<file path="src/rtl/uart_tx_if.sv">
// Byte-in / mux-control-out bundle between the UART host logic and the frame sequencer.
// The master drives the byte and its parity config; the slave (sequencer) drives the mux controls.
interface uart_tx_if #(
  parameter int DATA_WIDTH = 8
);
  // Handshake: Data_Valid qualifies P_DATA/PAR_EN/PAR_TYP and is consumed on any rising
  // edge where the sequencer is in IDLE or STOP; at all other edges it is ignored (no queueing).
  // There is no ready: busy is informational and stays high in STOP even though STOP accepts.
  logic [DATA_WIDTH-1:0] P_DATA;
  logic                  Data_Valid;
  logic                  PAR_EN;
  logic                  PAR_TYP;
  logic [1:0]            mux_sel;
  logic                  ser_data;
  logic                  par_bit;
  logic                  busy;
  logic [2:0]            dbg_state;

  modport master (
    output P_DATA, Data_Valid, PAR_EN, PAR_TYP,
    input  mux_sel, ser_data, par_bit, busy, dbg_state
  );

  modport slave (
    input  P_DATA, Data_Valid, PAR_EN, PAR_TYP,
    output mux_sel, ser_data, par_bit, busy, dbg_state
  );
endinterface

</file>
<file path="src/rtl/uart_tx_ctrl.sv">
// UART transmit frame sequencer: start, DATA_WIDTH data bits LSB first, optional parity, stop.
// One CLK period is one bit time; outputs steer the external serialiser mux.
module uart_tx_ctrl #(
  parameter int DATA_WIDTH = 8
) (
  input  logic     CLK,
  input  logic     RST,
  uart_tx_if.slave bus
);

  localparam int CW = (DATA_WIDTH > 1) ? $clog2(DATA_WIDTH) : 1;
  localparam logic [CW-1:0] LAST_BIT = CW'(DATA_WIDTH - 1);

  typedef enum logic [2:0] {
    S_IDLE   = 3'd0,
    S_START  = 3'd1,
    S_DATA   = 3'd2,
    S_PARITY = 3'd3,
    S_STOP   = 3'd4
  } state_e;

  state_e                state_q, state_d;
  logic [CW-1:0]         cnt_q, cnt_d;
  logic [DATA_WIDTH-1:0] data_q, data_d;
  logic                  par_en_q, par_en_d;
  logic                  par_typ_q, par_typ_d;
  logic                  par_bit_q, par_bit_d;
  logic                  busy_q, busy_d;
  logic                  accept;

  always_ff @(posedge CLK or posedge RST) begin
    if (RST) begin
      state_q   <= S_IDLE;
      cnt_q     <= '0;
      data_q    <= '0;
      par_en_q  <= 1'b0;
      par_typ_q <= 1'b0;
      par_bit_q <= 1'b0;
      busy_q    <= 1'b0;
    end else begin
      state_q   <= state_d;
      cnt_q     <= cnt_d;
      data_q    <= data_d;
      par_en_q  <= par_en_d;
      par_typ_q <= par_typ_d;
      par_bit_q <= par_bit_d;
      busy_q    <= busy_d;
    end
  end

  // STOP accepts as well as IDLE so back-to-back frames leave no idle bit between them.
  assign accept = bus.Data_Valid && ((state_q == S_IDLE) || (state_q == S_STOP));

  always_comb begin
    state_d   = state_q;
    cnt_d     = cnt_q;
    data_d    = data_q;
    par_en_d  = par_en_q;
    par_typ_d = par_typ_q;
    par_bit_d = par_bit_q;

    case (state_q)
      S_IDLE, S_STOP: begin
        if (accept) begin
          state_d   = S_START;
          cnt_d     = '0;
          data_d    = bus.P_DATA;
          par_en_d  = bus.PAR_EN;
          par_typ_d = bus.PAR_TYP;
          par_bit_d = (^bus.P_DATA) ^ bus.PAR_TYP;
        end else begin
          state_d = S_IDLE;
        end
      end
      S_START: state_d = S_DATA;
      S_DATA: begin
        // Counter parks on the last index; the next accept clears it.
        if (cnt_q == LAST_BIT) begin
          state_d = par_en_q ? S_PARITY : S_STOP;
        end else begin
          cnt_d = cnt_q + 1'b1;
        end
      end
      S_PARITY: state_d = S_STOP;
      default:  state_d = S_IDLE;
    endcase

    busy_d = (state_d != S_IDLE);
  end

  always_comb begin
    bus.mux_sel = 2'b01;
    case (state_q)
      S_START:  bus.mux_sel = 2'b00;
      S_DATA:   bus.mux_sel = 2'b10;
      S_PARITY: bus.mux_sel = 2'b11;
      default:  bus.mux_sel = 2'b01;
    endcase
  end

  assign bus.ser_data  = (state_q == S_DATA) ? data_q[cnt_q] : 1'b0;
  assign bus.par_bit   = par_bit_q;
  assign bus.busy      = busy_q;
  assign bus.dbg_state = state_q;

endmodule

</file>
<file path="src/flat_wrapper.sv">
// flat-port wrapper written by rule: the top's interface ports become plain ports
module uart_tx_ctrl_flat 
#(
  parameter int DATA_WIDTH = 8
)
  (CLK, RST, bus_P_DATA, bus_Data_Valid, bus_PAR_EN, bus_PAR_TYP, bus_mux_sel, bus_ser_data, bus_par_bit, bus_busy, bus_dbg_state);
  uart_tx_if #(.DATA_WIDTH(DATA_WIDTH)) bus_i ();
  input  logic CLK;
  input  logic RST;
  input wire logic [$bits(bus_i.P_DATA)-1:0] bus_P_DATA;
  input wire logic [$bits(bus_i.Data_Valid)-1:0] bus_Data_Valid;
  input wire logic [$bits(bus_i.PAR_EN)-1:0] bus_PAR_EN;
  input wire logic [$bits(bus_i.PAR_TYP)-1:0] bus_PAR_TYP;
  output wire logic [$bits(bus_i.mux_sel)-1:0] bus_mux_sel;
  output wire logic [$bits(bus_i.ser_data)-1:0] bus_ser_data;
  output wire logic [$bits(bus_i.par_bit)-1:0] bus_par_bit;
  output wire logic [$bits(bus_i.busy)-1:0] bus_busy;
  output wire logic [$bits(bus_i.dbg_state)-1:0] bus_dbg_state;
  assign bus_i.P_DATA = bus_P_DATA;
  assign bus_i.Data_Valid = bus_Data_Valid;
  assign bus_i.PAR_EN = bus_PAR_EN;
  assign bus_i.PAR_TYP = bus_PAR_TYP;
  assign bus_mux_sel = bus_i.mux_sel;
  assign bus_ser_data = bus_i.ser_data;
  assign bus_par_bit = bus_i.par_bit;
  assign bus_busy = bus_i.busy;
  assign bus_dbg_state = bus_i.dbg_state;
  uart_tx_ctrl #(.DATA_WIDTH(DATA_WIDTH)) u_core (.CLK(CLK), .RST(RST), .bus(bus_i));
endmodule
</file>
<file path="config.mk">
export PLATFORM = sky130hd
export DESIGN_NAME = uart_tx_ctrl_flat
export DESIGN_NICKNAME = d
export VERILOG_FILES = /design/src/rtl/uart_tx_if.sv /design/src/rtl/uart_tx_ctrl.sv /design/src/flat_wrapper.sv
export SDC_FILE = /design/constraint.sdc
export NUM_CORES = 1
export LEC_CHECK = 0
export BUFFER_PORTS_ARGS = -buffer_cell sky130_fd_sc_hd__buf_2
export CAP_MARGIN = 10
export CORE_MARGIN = 2
export CORE_UTILIZATION = 51
export CTS_CLUSTER_DIAMETER = 50
export DETAILED_ROUTE_END_ITERATION = 16
export MAX_ROUTING_LAYER = met4
export PLACE_DENSITY_LB_ADDON = 0.3
export RECOVER_POWER = 100
export SLEW_MARGIN = 40
export SYNTH_ARGS = -nofsm -noshare
export SYNTH_HDL_FRONTEND = slang
export SYNTH_SLANG_ARGS = --single-unit
</file>
<file path="constraint.sdc">
create_clock -name CLK -period 1.7 [get_ports CLK]
set_input_delay 0.34 -clock CLK [delete_from_list [all_inputs] [get_ports CLK]]
set_output_delay 0.34 -clock CLK [all_outputs]
set_load 0.02 [all_outputs]
</file>
# [Word-level counts from Yosys, hierarchy flattened]
# Index checks and enable logic that the tools add are counted.
[totals] regBits=17 latch_bits=0 ramBits=0 mem_bits_ro=0 output_inout_bits=8 word_cells=36 n_memories=0
[op_classes] n_addsub=1 multipliers=0 div_mod_pow=0 magnitude_cmp=1 eq_ne=7 n_shift=0 muxes=11 bitwise_logic=1 reduce_logical=9
[ops] operator="two-way mux 3 bit" count=4
[ops] operator="case mux 3 bit (4 select lines)" count=1
[ops] operator="parity 8 bit" count=1
[ops] operator="== test 3 x 2 -> 1 bit (second input constant)" count=2
[ops] operator="== test 3 bit (second input constant)" count=2
[ops] operator="case mux 2 bit (3 select lines)" count=1
[ops] operator="case mux 3 bit (2 select lines)" count=1
[ops] operator="less-than comparator 3 x 4 -> 1 bit (second input constant)" count=1
[ops] operator="adder 3 x 1 -> 3 bit (second input constant)" count=1
[ops] operator="binary-select mux 1 bit (select 3 bit)" count=1
[ops] operator="== test 3 x 1 -> 1 bit (second input constant)" count=1
[ops] operator="logical NOT 3 bit" count=1
[ops] operator="two-way mux 1 bit" count=3
[ops] operator="AND reduction 3 bit" count=1
[ops] operator="nonzero test 3 bit" count=1
[ops] operator="!= test 2 x 1 -> 1 bit (second input constant)" count=1
[ops] operator="!= test 2 bit (second input constant)" count=1
[ops] operator="AND reduction 2 bit" count=1
[ops] operator="nonzero test 2 bit" count=1
[ops] operator="OR reduction 2 bit" count=1
[ops] operator="logical AND 1 bit" count=1
[ops] operator="logical OR 1 bit" count=1
[ops] operator="XOR 1 bit" count=1

# [Longest topological paths before layout]
# Gate-level depths: netlist (run 1).
[logic_depth] ltp_word=6 mapped_depth=5

# [Least setup slack after synthesis (run 1)]
# Ideal clock, no wire load.
[synth_path] path_kind="reg2out" from="reg u_core.state_q[1], in the netlist u_core.bus.dbg_state[1]" to="out bus_ser_data" arrival_time_ns=1.302 required_time_ns=1.360 slack_ns=0.058 path_stages_with_launch=3 path_buffers=0 cell_sequence="dfrtp_1 > or3b_4 > nor2_1"
[synth_between] elab_chain_cells=2
[synth_rtl] element="start: declaration" line_no="uart_tx_ctrl.sv:22" rtl="state_e state_q, state_d;"
[synth_rtl] element="start signal: assignment" line_no="uart_tx_ctrl.sv:41" rtl="state_q <= state_d;"
[synth_rtl] element="== test 3 x 2 -> 1 bit" line_no="uart_tx_ctrl.sv:101" rtl="assign bus.ser_data = (state_q == S_DATA) ? data_q[cnt_q] : 1'b0;"
[synth_rtl] element="two-way mux 1 bit" line_no="uart_tx_ctrl.sv:101"
[synth_rtl] element="end: declaration" line_no="flat_wrapper.sv:15" rtl="output wire logic [$bits(bus_i.ser_data)-1:0] bus_ser_data;"
# Every way passes these cells.

# [Worst setup path in the final report (run 1)]
[layout_path] from="reg u_core.cnt_q[0]" to="out bus_ser_data"
[layout_between] elab_chain_cells=3
[layout_rtl] element="start: declaration" line_no="uart_tx_ctrl.sv:23" rtl="logic [CW-1:0] cnt_q, cnt_d;"
[layout_rtl] element="start signal: assignment" line_no="uart_tx_ctrl.sv:42" rtl="cnt_q <= cnt_d;"
[layout_rtl] element="binary-select mux 1 bit (select 3 bit)" line_no="uart_tx_ctrl.sv:101"
[layout_rtl] element="two-way mux 1 bit (implied by the code)" line_no="uart_tx_ctrl.sv:101"
[layout_rtl] element="two-way mux 1 bit" line_no="uart_tx_ctrl.sv:101"
# Every way passes these cells. The select of a mux whose other input is x is not followed.

==> results.sh, run 1 <==
export IMPL_status="finished, violations left"
export IMPL_violations="setup timing"
export IMPL_fin_crit_sh=1.12
export IMPL_period_needed_ns=1.91
export IMPL_place_detailed_hpwl_um=1150
export IMPL_vias=587
export IMPL_drtIter0Drc=12
export IMPL_synthArstFlopShare=1.00
export IMPL_synth_top_area_cell="dfrtp_1"
export IMPL_core_area_sq_um=1560
export IMPL_htree_levels=1
export IMPL_final_nets=111
export IMPL_port_buffers=20
export IMPL_area_growth_pct=17.0
export IMPL_ys_warn_count=0
export IMPL_tns_ns=-0.210
export IMPL_syn_num_nets=84
export IMPL_ys_ff_latch=17
export IMPL_fin_area_sq_um=1020
export IMPL_place_ws_ns=0.0185
export IMPL_yosysMostFrequentCell="dfrtp_1"
export IMPL_rsz0062_at_grt="true"
export IMPL_diodes=0
export IMPL_crit_family="multiplexers"
export IMPL_place_gp_congestion=0.744
export IMPL_hold_viol_final=0
export IMPL_fin_skew_ns=0.00125
export IMPL_layout_drive_gt1_share=0.368
export IMPL_synthTopCellsByCount="17 x dfrtp_1, 9 x mux2_2, 7 x nand2_1, 4 x xnor2_1"
export IMPL_tritoncts="yes"
export IMPL_max_clock_freq_ghz=0.524
export IMPL_max_vdd_ir_drop_uv=813
export IMPL_synthTopCellsByArea="dfrtp_1 49%, mux2_2 12%, mux4_2 5.2%"
export IMPL_start_util=0.560
export IMPL_setup_viol=1
export IMPL_placed_cells=105
export IMPL_path_cells="mux4_2 -> mux2i_1 -> nor2_1 -> buf_2"
export IMPL_crit_buf_inv=1
export IMPL_worst_slack_ns=-0.210
export IMPL_cp_arrival_ns=1.57
export IMPL_grt_first_pass_wirelength_um=2470
export IMPL_slew_violations=0
export IMPL_boundaryPins=21
export IMPL_drt_pass1_iterations=4
export IMPL_ys_types=25
export IMPL_syn_inst=69
export IMPL_cts_buffer_depth=2
export IMPL_crit_slowest_cell="mux4_2"
export IMPL_critPathMaxStageDelay_ns=0.51
export IMPL_syn_cell_area_sq_um=873
export IMPL_relSlewSlack=0.582
export IMPL_numCtsBuffers=3
export IMPL_grt_overflow=0
export IMPL_grt_pass1_vias=569
export IMPL_hold_path_class="input port to asynchronous set/reset pin"
export IMPL_placed_cell_area_sq_um=993
export IMPL_num_rows=14
export IMPL_startpoint_type="register"
export IMPL_synth_top_area_frac=0.487
export IMPL_grt_usage=0.177
export IMPL_synth_edf_count=0
export IMPL_final_util=0.656
export IMPL_ant_nets=0
export IMPL_die_y_um=45.4
export IMPL_synth_ff_type="dfrtp_1"
export IMPL_cap_violations=0
export IMPL_worst_path_max_fanout=4
export IMPL_worst_slew_pin_slew_ns=0.627
export IMPL_die_w_um=45.4
export IMPL_cp_required_ns=1.36
export IMPL_leakage_nw=0.481
export IMPL_fin_cells=111
export IMPL_die_area_sq_um=2060
export IMPL_antenna_found_initial=0
export IMPL_syn_avg_cell_area_sq_um=12.7
export IMPL_grt_max_degree=18
export IMPL_clkSinkCount=17
export IMPL_crit_path_end_kind="primary output"
export IMPL_insertion_delay_ns=0.28
export IMPL_clock_root_buffer="clkbuf_4"
export IMPL_synth_seq_area_share=0.487
export IMPL_wirelength_um=1480
export IMPL_detail_route_wl_per_cell_um=13.3
export IMPL_powerDensity_nw_per_um2=1710
export IMPL_path_clk_slew_ns=0.10
export IMPL_avgViaCountPerCell=5.29
export IMPL_drc=0
export IMPL_cts_hold_buf=0
export IMPL_critPathKind="register to primary output"
## final cells by class
cell class,count,area [sq um]
fill,130,537
inverter,3,11.3
sequential,17,427
timing repair buffer,23,114
multi-input combinational,48,424
clock buffer,4,26.3
tap,16,20.0
## flip-flops by register name (all words and copies together) (netlist names)
| register | count |
|---|---|
| u_core.bus.dbg_state | 3 |
| u_core.cnt_q | 3 |
| u_core.par_en_q | 1 |
| u_core.bus.par_bit | 1 |
| u_core.data_q | 8 |
| u_core.bus.busy | 1 |
## worst paths after layout
kind                               startpoint            endpoint  slack (ns)  cells past startpoint
min reg2reg                u_core.bus.par_bit  u_core.bus.par_bit        0.49                      2
max                           u_core.cnt_q[0]        bus_ser_data       -0.21                      4
max in group asynchronous                 RST     u_core.cnt_q[0]        1.14                      2
min                                       RST    u_core.data_q[2]        0.12                      2
max reg2reg                   u_core.cnt_q[0]     u_core.cnt_q[0]        0.09                      6
min in group CLK                   bus_PAR_EN     u_core.par_en_q        0.29                      2
## report_power, final
group / switching [W] / internal (W) / total, W
clock: 0.000119 / 0.0000909 / 0.000210
combinational: 0.000396 / 0.000424 / 0.000820
sequential: 0.000131 / 0.000591 / 0.000722
## cells by family after synthesis
logic type | Yosys count | share of synthesized area
AO/OA/AOI/OAI | 7 | 0.0458
XOR/XNOR | 7 | 0.0860
adder cells (fa/ha/maj) | 2 | 0.0286
buffers and inverters | 4 | 0.0215
flip-flops | 17 | 0.487
multiplexers | 14 | 0.202
AND/OR/NAND/NOR | 18 | 0.129
## timing repair
item / 4_1_cts / 5_1_grt
setup endpoints to repair: 1 / 1
cloned: 0 / 0
buffers inserted: 1 / 1
gates resized for setup: 1 / 1
## per-layer routing
metal / track usage / wire [um] / up-vias
li1: - / - / 290
met5: - / 0 / -
met4: 0.0706 / 13 / 0
met3: 0.0238 / 60 / 2
met2: 0.290 / 769 / 15
met1: 0.220 / 636 / 280
## cells in the final DEF, fill, tap and decap left out, types with 2 or more instances in the layout
master / Yosys / layout
mux2_2: 9 / 9
xnor2_1: 4 / 4
mux4_2: 2 / 2
clkbuf_1: 0 / 6
mux2i_1: 3 / 3
xor2_1: 2 / 2
nand2_1: 7 / 8
dfrtp_1: 17 / 16
buf_2: 0 / 15
clkbuf_4: 0 / 3
nand2b_1: 3 / 3
buf_4: 1 / 2
ha_1: 2 / 2
inv_1: 3 / 3
a21oi_1: 2 / 2
nor2_1: 1 / 2
o21ai_1: 2 / 2
## per-stage QoR
step	power (W)	hold WS [ns]
floorplan	0.00133	0.266
global placement	0.00151	0.451
detailed placement	0.00155	0.461
CTS	0.00178	0.151
global route	0.00188	0.173
finish	0.00175	0.123
(Power assumes the default switching activity.)
==> inputs of run 2 (changes only) <==
--- a/config.mk
+++ b/config.mk
@@ -5,12 +5,12 @@
 export SDC_FILE = /design/constraint.sdc
 export NUM_CORES = 1
 export LEC_CHECK = 0
-export BUFFER_PORTS_ARGS = -buffer_cell sky130_fd_sc_hd__buf_2
 export CAP_MARGIN = 10
 export CORE_MARGIN = 2
-export CORE_UTILIZATION = 51
+export CORE_UTILIZATION = 55
 export CTS_CLUSTER_DIAMETER = 50
 export DETAILED_ROUTE_END_ITERATION = 16
+export DONT_BUFFER_PORTS = 1
 export MAX_ROUTING_LAYER = met4
 export PLACE_DENSITY_LB_ADDON = 0.3
 export RECOVER_POWER = 100
==> results.sh, run 2 (synthesized netlist as in run 1, its figures left out) <==
export IMPL_status="finished, violations left"
export IMPL_violations="setup timing"
export IMPL_port_buffers=0
export IMPL_clock_root_buffer="clkbuf_4"
export IMPL_path_clk_slew_ns=0.09
export IMPL_boundaryPins=21
export IMPL_startpoint_type="register"
export IMPL_worst_slack_ns=-0.211
export IMPL_hold_path_class="input port to asynchronous set/reset pin"
export IMPL_cap_violations=0
export IMPL_p_comb_frac=0.432
export IMPL_period_needed_ns=1.91
export IMPL_drtIter0Drc=8
export IMPL_crit_path_end_kind="primary output"
export IMPL_diodes=0
export IMPL_cp_arrival_ns=1.57
export IMPL_area_growth_pct=7.16
export IMPL_htree_levels=1
export IMPL_powerDensity_nw_per_um2=1780
export IMPL_ant_nets=0
export IMPL_setup_viol=3
export IMPL_critPathKind="register to primary output"
export IMPL_placed_cell_area_sq_um=916
export IMPL_rsz0062_at_grt="true"
export IMPL_fin_area_sq_um=936
export IMPL_max_clock_freq_ghz=0.523
export IMPL_insertion_delay_ns=0.29
export IMPL_avgViaCountPerCell=5.37
export IMPL_drt_pass1_iterations=2
export IMPL_worst_slew_pin_slew_ns=0.632
export IMPL_wirelength_um=1330
export IMPL_seqPwrFrac=0.439
export IMPL_switching_share=0.368
export IMPL_fin_cells=93
export IMPL_fill_cells=123
export IMPL_layout_drive_gt1_share=0.247
export IMPL_fin_crit_sh=1.12
export IMPL_layout_commonest_cell="dfrtp_1"
export IMPL_final_cell_mix="17 x dfrtp_1, 9 x mux2_2, 7 x nand2_1"
export IMPL_grt_usage=0.171
export IMPL_final_nets=93
export IMPL_placed_cells=88
export IMPL_largest_reg_flops=8
export IMPL_clockPowerShare=0.128
export IMPL_core_area_sq_um=1490
export IMPL_max_vdd_ir_drop_uv=1000
export IMPL_numCtsBuffers=3
export IMPL_place_ws_ns=0.0535
export IMPL_start_util=0.587
export IMPL_vias=499
export IMPL_fin_skew_ns=0.00182
export IMPL_drc=0
export IMPL_die_w_um=43.9
export IMPL_grt_first_pass_wirelength_um=2270
export IMPL_die_y_um=43.9
export IMPL_cp_required_ns=1.36
export IMPL_grt_max_degree=18
export IMPL_die_area_sq_um=1920
export IMPL_regMostFlops="u_core.data_q"
export IMPL_num_rows=14
export IMPL_slew_violations=0
export IMPL_place_gp_congestion=0.712
export IMPL_tritoncts="yes"
export IMPL_antenna_found_initial=0
export IMPL_grt_pass1_vias=519
export IMPL_p_int_w=0.00105
export IMPL_switching_power_w=0.000613
export IMPL_detail_route_wl_per_cell_um=14.3
export IMPL_relSlewSlack=0.578
export IMPL_clkSinkCount=17
export IMPL_post_cts_resized=0
export IMPL_cts_buffer_depth=2
export IMPL_hold_viol_final=0
export IMPL_leakage_nw=0.416
export IMPL_grt_overflow=0
export IMPL_worst_path_max_fanout=3
==> run 2: cell count changes in the layout (fill, tap and decap cells not counted), sizes merged <==
cell / previous run / this run
buf: 17 / 2
clkbuf: 10 / 7
==> run 2: layer usage <==
| metal | vias up | routed length, um | global-route usage |
|---|---|---|---|
| li1 | 253 | - | - |
| met1 | 233 | 645 | 0.243 |
| met2 | 11 | 602 | 0.238 |
| met3 | 2 | 59 | 0.0375 |
| met4 | 0 | 18 | 0.0727 |
| met5 | - | 0 | - |
==> run 2: repair_timing <==
item / in CTS / in global routing
hold buffers: 0 / 0
gates cloned: 0 / 0
endpoints found under the setup margin: 1 / 1
buffers inserted: 1 / 0
==> run 2: critical path, cell delays in order (launching register included) <==
cell and delay (ns):
dfrtp_1 0.41, mux4_2 0.51, mux2i_1 0.16, nor2_1 0.05
buf_4 0.15
==> run 2: power by group through the flow <==
stage          sequential, W  combinational, W  clock (W)
2_1_floorplan       0.000764          0.000567          0
3_3_place_gp        0.000741          0.000723          0
3_5_place_dp        0.000748          0.000735          0
4_1_cts             0.000732          0.000758   0.000218
5_1_grt             0.000754          0.000797   0.000241
6_report            0.000732          0.000721   0.000214
==> run 2: per-stage QoR <==
step                setup TNS, ns  utilization  hold WS [ns]  total power (W)
finish                     -0.389        0.629       0.00896          0.00167
global route                -1.52        0.629        0.0671          0.00179
CTS                        -0.226        0.638        0.0360          0.00171
detailed placement              0        0.615         0.356          0.00148
global placement                0        0.615         0.343          0.00146
floorplan                       0            -         0.266          0.00133
==> run 2: layout make-up <==
type	instances	area, sq um	area share
inverters	3	11.3	0.0120
well taps	16	20.0	0.0214
multi-input cells	48	427	0.456
clock buffers	4	26.3	0.0281
flip-flops and latches	17	425	0.455
repair buffers	5	26.3	0.0281
==> run 2: path summary, 6_finish.rpt <==
check | from | to | slack, ns | depth (start not counted)
min | RST | u_core.bus.busy | 0.009 | 1
min reg2reg | u_core.data_q[5] | u_core.data_q[5] | 0.52 | 1
max | u_core.cnt_q[0] | bus_ser_data | -0.21 | 4
max in group asynchronous | RST | u_core.bus.dbg_state[1] | 1.29 | 1
min in group CLK | bus_Data_Valid | u_core.bus.busy | 0.18 | 2
max reg2reg | u_core.bus.dbg_state[1] | u_core.data_q[6] | 0.06 | 4
